==> config.mk <==
export PLATFORM = sky130hd
export DESIGN_NAME = lsu_ctrl
export DESIGN_NICKNAME = d
export VERILOG_FILES = /design/src/rtl/lsu_ctrl.sv
export SDC_FILE = /design/constraint.sdc
export NUM_CORES = 1
export LEC_CHECK = 0
export BUFFER_PORTS_ARGS = -buffer_cell sky130_fd_sc_hd__buf_2
export CORE_ASPECT_RATIO = 0.75
export CORE_MARGIN = 8
export CORE_UTILIZATION = 55
export CTS_BUF_LIST = sky130_fd_sc_hd__clkbuf_4 sky130_fd_sc_hd__clkbuf_8
export DETAILED_ROUTE_END_ITERATION = 8
export PLACE_DENSITY = 0.88
export SLEW_MARGIN = 5
export SYNTH_ARGS = -nofsm -noshare
export SYNTH_HDL_FRONTEND = slang
export SYNTH_SLANG_ARGS = --single-unit
==> constraint.sdc <==
create_clock -name clk -period 2.69 [get_ports clk]
set_input_delay 0.1345 -clock clk [delete_from_list [all_inputs] [get_ports clk]]
set_output_delay 0.1345 -clock clk [all_outputs]
set_load 0.01 [all_outputs]
==> src/rtl/lsu_ctrl.sv <==
// Load/store sequencing controller: decodes one memory request, drives a handshaked
// single-ported data bus, steers byte lanes, extends load data and detects bus timeouts.
module lsu_ctrl #(
  parameter int TIMEOUT_CYCLES = 255
) (
  input  logic        clk,
  input  logic        rst_n,
  input  logic        req_valid,
  input  logic        req_is_store,
  input  logic [2:0]  req_funct3,
  input  logic [31:0] req_addr,
  input  logic [31:0] req_wdata,
  output logic        stall,
  output logic        rsp_valid,
  output logic [31:0] rsp_rdata,
  output logic        rsp_err,
  output logic        mem_req,
  output logic        mem_we,
  output logic [31:0] mem_addr,
  output logic [31:0] mem_wdata,
  output logic [3:0]  mem_be,
  input  logic        mem_ack,
  input  logic [31:0] mem_rdata,
  input  logic        mem_err
);

  localparam logic [1:0] IDLE   = 2'd0;
  localparam logic [1:0] ACCESS = 2'd1;
  localparam logic [1:0] RESP   = 2'd2;

  localparam int CW = (TIMEOUT_CYCLES > 1) ? $clog2(TIMEOUT_CYCLES + 1) : 1;
  localparam bit TIMEOUT_EN = (TIMEOUT_CYCLES > 0);
  localparam logic [CW-1:0] CNT_LAST = (TIMEOUT_CYCLES > 0) ? CW'(TIMEOUT_CYCLES - 1) : '0;

  logic [1:0]    state;
  logic [CW-1:0] cnt;
  logic [1:0]    ld_off;
  logic [2:0]    ld_f3;
  logic          ld_store;

  logic          legal;
  logic          misaligned;
  logic [3:0]    be_next;
  logic [31:0]   wdata_next;
  logic [7:0]    byte_sel;
  logic [15:0]   half_sel;
  logic [31:0]   load_data;

  assign stall = ((state == IDLE) && req_valid) || (state == ACCESS);

  // Request decode: encoding legality, alignment and store lane steering.
  always_comb begin
    legal      = 1'b0;
    misaligned = 1'b0;
    be_next    = 4'b1111;
    wdata_next = req_wdata;
    if (req_is_store)
      legal = (req_funct3 == 3'b000) || (req_funct3 == 3'b001) || (req_funct3 == 3'b010);
    else
      legal = (req_funct3 == 3'b000) || (req_funct3 == 3'b001) || (req_funct3 == 3'b010) ||
              (req_funct3 == 3'b100) || (req_funct3 == 3'b101);
    case (req_funct3[1:0])
      2'b01:   misaligned = req_addr[0];
      2'b10:   misaligned = (req_addr[1:0] != 2'b00);
      default: misaligned = 1'b0;
    endcase
    if (req_is_store) begin
      case (req_funct3[1:0])
        2'b00: begin
          be_next    = 4'b0001 << req_addr[1:0];
          wdata_next = {4{req_wdata[7:0]}};
        end
        2'b01: begin
          be_next    = req_addr[1] ? 4'b1100 : 4'b0011;
          wdata_next = {2{req_wdata[15:0]}};
        end
        default: begin
          be_next    = 4'b1111;
          wdata_next = req_wdata;
        end
      endcase
    end
  end

  always_comb begin
    byte_sel  = 8'h00;
    half_sel  = ld_off[1] ? mem_rdata[31:16] : mem_rdata[15:0];
    load_data = mem_rdata;
    case (ld_off)
      2'd0:    byte_sel = mem_rdata[7:0];
      2'd1:    byte_sel = mem_rdata[15:8];
      2'd2:    byte_sel = mem_rdata[23:16];
      default: byte_sel = mem_rdata[31:24];
    endcase
    case (ld_f3)
      3'b000:  load_data = {{24{byte_sel[7]}}, byte_sel};
      3'b001:  load_data = {{16{half_sel[15]}}, half_sel};
      3'b100:  load_data = {24'h000000, byte_sel};
      3'b101:  load_data = {16'h0000, half_sel};
      default: load_data = mem_rdata;
    endcase
  end

  always_ff @(posedge clk or negedge rst_n) begin
    if (!rst_n) begin
      state     <= IDLE;
      cnt       <= '0;
      ld_off    <= 2'd0;
      ld_f3     <= 3'd0;
      ld_store  <= 1'b0;
      rsp_valid <= 1'b0;
      rsp_rdata <= 32'h0;
      rsp_err   <= 1'b0;
      mem_req   <= 1'b0;
      mem_we    <= 1'b0;
      mem_addr  <= 32'h0;
      mem_wdata <= 32'h0;
      mem_be    <= 4'h0;
    end else begin
      rsp_valid <= 1'b0;
      case (state)
        IDLE: begin
          if (req_valid) begin
            if (legal && !misaligned) begin
              state     <= ACCESS;
              cnt       <= '0;
              ld_off    <= req_addr[1:0];
              ld_f3     <= req_funct3;
              ld_store  <= req_is_store;
              mem_req   <= 1'b1;
              mem_we    <= req_is_store;
              mem_addr  <= {req_addr[31:2], 2'b00};
              mem_be    <= be_next;
              mem_wdata <= wdata_next;
            end else begin
              state     <= RESP;
              rsp_valid <= 1'b1;
              rsp_err   <= 1'b1;
              rsp_rdata <= 32'h0;
            end
          end
        end
        ACCESS: begin
          // Priority: bus error, then ack, then timeout.
          if (mem_err || mem_ack) begin
            state     <= RESP;
            mem_req   <= 1'b0;
            mem_we    <= 1'b0;
            rsp_valid <= 1'b1;
            rsp_err   <= mem_err;
            rsp_rdata <= (mem_err || ld_store) ? 32'h0 : load_data;
          end else begin
            cnt <= cnt + CW'(1);
            if (TIMEOUT_EN && (cnt == CNT_LAST)) begin
              state     <= RESP;
              mem_req   <= 1'b0;
              mem_we    <= 1'b0;
              rsp_valid <= 1'b1;
              rsp_err   <= 1'b1;
              rsp_rdata <= 32'h0;
            end
          end
        end
        RESP: begin
          state   <= IDLE;
          rsp_err <= 1'b0;
        end
        default: state <= IDLE;
      endcase
    end
  end

endmodule

==> metrics.md <==
| Metric | Value |
|---|---|
| Clk slew on worst S/H paths | `0.07 ns` |
| Top-Level Pins | `210` |
| Reg-to-reg critical path endpoint | `mem_wdata[24]` |
| Synth area leaders | `dfrtp_1 54%, nand2_1 10%, a21oi_1 3.6%, o21ai_0 3.0%, a221o_1 2.9%` |
| Clock Path Buffers | `2` |
| CP cell instances | `dlygate4sd3_1, buf_2, o211ai_1, o311a_1, and3_2, buf_4, nor2_1, o22ai_1` |
| Cell with the most instances after synthesis | `nand2_1` |
| PwrDens | `864 nW/um^2` |
| Crit path launch | `req_addr[0]` |
| Worst setup path end | `mem_wdata[24]` |
| Setup bufs post-CTS | `0` |
| Mapped Cells | `between 500 and 600` |
| Antenna-violating nets left | `0` |
| Final worst setup slack | `0.626 ns` |
| Distinct cells, synth | `49` |
| Status | `complete, no violations` |
| Worst path required time | `3.02 ns` |
| PostCTS Resize Cnt | `0` |
| CP peak stage delay | `0.53 ns` |
| Total chip power | `approximately 7 mW` |
| Pre-CTS WS | `~0.6 ns` |
| Pleak | `just over 4 nW` |
| DRC | `0` |
| Cts bufs inserted | `17` |
| Vias in the first global route | `6131` |
| Initial antenna violation count | `3` |
| H-tree depth | `4` |
| Synth cell count leaders | `145 x nand2_1, 118 x dfrtp_1, 42 x nor2_1, 39 x a21oi_1, 33 x o21ai_0` |
| Die Ht | `102 um` |
| FILL cells | `534` |
| Placeable core region | `slightly below 10000 sq um` |
| Area grow syn2layout | `43.9%` |
| Setup TNS | `0 ns` |
| Worst VDD drop | `0.000578 V` |
| Share of the yosys chip area belonging to registers | `between 50% and 60%` |
| R2r startpoint | `state[1]` |
| DIE AREA | `13400 sq um` |
| Input/output buffers | `about 210` |
| Slew Limit Fails | `0` |
| Nets | `965` |
| Mapped cell area | `5470 sq um` |
| Final Hold Slack | `0.0305 ns` |
| Worst hold path type | `primary input to flop` |
| GRT Total Usage | `30.5%` |
| Critical Path AT | `2.39 ns` |
| Drt via density | `5.87` |
| Worst Path Class, Setup | `primary input to flop` |
| Period utilization | `76.7%` |
| GPL Wtd Cong | `0.875` |
| CP max FO | `40` |
| Tmin final | `between 2 and 2.5 ns` |
| Post-synth EDFFs | `0` |
| Yosys top cell by area | `dfrtp_1` |
| Later-pin clock latency in the skew report | `0.44 ns` |
| Synth Area in Compound Gates | `between 10% and 20%` |
| Area fraction of the dominant cell type after synthesis | `54.0%` |
| Clk sinks | `between 100 and 150` |
| Routed wire length | `about 21000 um` |
| Crit-path slowest cell | `dlygate4sd3_1` |
| Avg Synthesized Cell Area | `around 9.5 sq um` |
| Synth Area in Adders | `1.14%` |
| Vias | `between 5000 and 6000` |
| Root Buffer | `clkbuf_8` |
| Largest family of logic cells by synthesized area | `compound AO/OA/AOI/OAI gates` |
| Synth warn | `0` |
| Global-route wire length before repair | `32400 um` |
| Mux contribution to synthesized area | `3.87%` |
| Clock Skews | `0.0160 ns` |
| Startpoint Class | `primary input` |
| CTS tree | `done` |
| Post-Synth Simple-Gate Area | `approximately 18%` |
| R2R cell count | `6` |
| RSZ-0062 raised after global routing | `false` |
| Worst reg2reg setup slack | `0.67 ns` |
| Post-synth ARST share | `100%` |
| Ys flop type | `dfrtp_1` |
| Seq cells post-synth | `118` |
| Rel. slew slack | `43.3%` |
| Floorplan row count | `31` |
| Hold Buf Count CTS | `77` |
| DR WL/cell | `20.7 um` |
| First DRT Iteration DRCs | `592` |
| Maxcap violations | `0` |
| Final setup vio count | `0` |
| Die W | `131 um` |
| Upper clock frequency limit | `0.484 GHz` |
| Largest net degree at the start of global routing | `65` |
| Actual slew at the worst max-slew pin | `0.850 ns` |
| GRT overflow | `0` |
| Post-Synth XOR/XNOR Area | `0.320%` |
| Total iterations of the first detailed-routing run | `6` |
| Endpoints failing hold | `0` |
| Hpwl dp | `between 10000 and 15000 um` |
| Share of post-route cells with drive strength above 1 | `31.2%` |
| CP Capture Type | `flop` |
| Starting Density | `56.6%` |
==> per-stage QoR <==
| step | cells | instance area (sq um) | util (%) |
|---|---|---|---|
| 3_5_place_dp | 890 | 6600 | 68.4 |
| 5_1_grt | 1003 | 7870 | 81.5 |
| 3_3_place_gp | 890 | 6600 | 68.4 |
| 2_1_floorplan | 576 | 5470 | - |
| 6_report | 1004 | 7870 | 81.5 |
| 4_1_cts | 999 | 7850 | 81.3 |
==> worst max-delay path: cells and delay by family <==
family	cells	cell delay, ns
AOI/OAI and AO/OA	3	0.78
buffers and inverters	3	1.06
and+or+nand+nor	2	0.39
==> metal layers <==
| layer | vias up | GRT usage (%) | wire [um] |
|---|---|---|---|
| met5 | - | 1.47 | 0 |
| met4 | 0 | 16.3 | 954 |
| met3 | 88 | 11.4 | 2720 |
| met2 | 478 | 50.4 | 9780 |
| met1 | 2780 | 34.3 | 7280 |
| li1 | 2549 | - | - |
==> flip-flops by register name, summed over array words and instances (netlist names) <==
register and cells:
cnt 8, ld_f3 3, ld_off 2, ld_store 1, mem_addr 30, mem_be 4, mem_req 1, mem_wdata 32
mem_we 1, rsp_err 1, rsp_rdata 32, rsp_valid 1, state 2
==> cell usage in the layout, fill, tap and decap left out, types with 16 or more instances in the layout <==
master and count:
clkbuf_8 20, buf_2 206, dfrtp_1 118, dlygate4sd3_1 78, inv_1 17, a21oi_1 39
nand2_1 145, a221o_1 16, nor2_1 42, o21ai_0 33
==> worst min-delay path by stage <==
stage	endpoint	slack (ns)	cells after the start	from
after detailed placement	rsp_rdata[18]	0.29	1	rst_n
after CTS	mem_wdata[18]	0.002	3	req_wdata[18]
after global routing	rsp_rdata[1]	0.02	3	mem_rdata[1]
final	rsp_rdata[6]	0.03	3	mem_rdata[6]
after global placement	rsp_valid	0.28	1	rst_n
after floorplan	cnt[0]	-0.16	0	rst_n
==> cell type report <==
cell class                 count  area, sq um  area share [%]
antenna                        4         10.0           0.127
clock buffer                  21          283            3.59
clock inverter                11          196            2.50
inverter                      17         63.8           0.811
multi-input combinational    402         2260            28.8
sequential                   118         2950            37.5
tap                          132          165            2.10
timing repair buffer         299         1940            24.6
==> power breakdown <==
group          switching [mW]  leakage, nW  internal (mW)
clock network           0.756        0.236           1.19
registers               0.412         1.50           2.27
logic                    1.28         2.37          0.892
total                    2.45         4.11           4.35
==> cell families (layout without fill, tap and decap cells) <==
family | Yosys count | after routing
DFF | 118 | 118
xor gates and xnor gates | 2 | 2
buffers and inverters | 56 | 348
adders and majority gates | 5 | 5
other | 1 | 6
and+or+nand+nor | 225 | 225
AOI/OAI and AO/OA | 149 | 149
muxes | 19 | 19
Note: power is estimated with default switching activity, not from simulation.
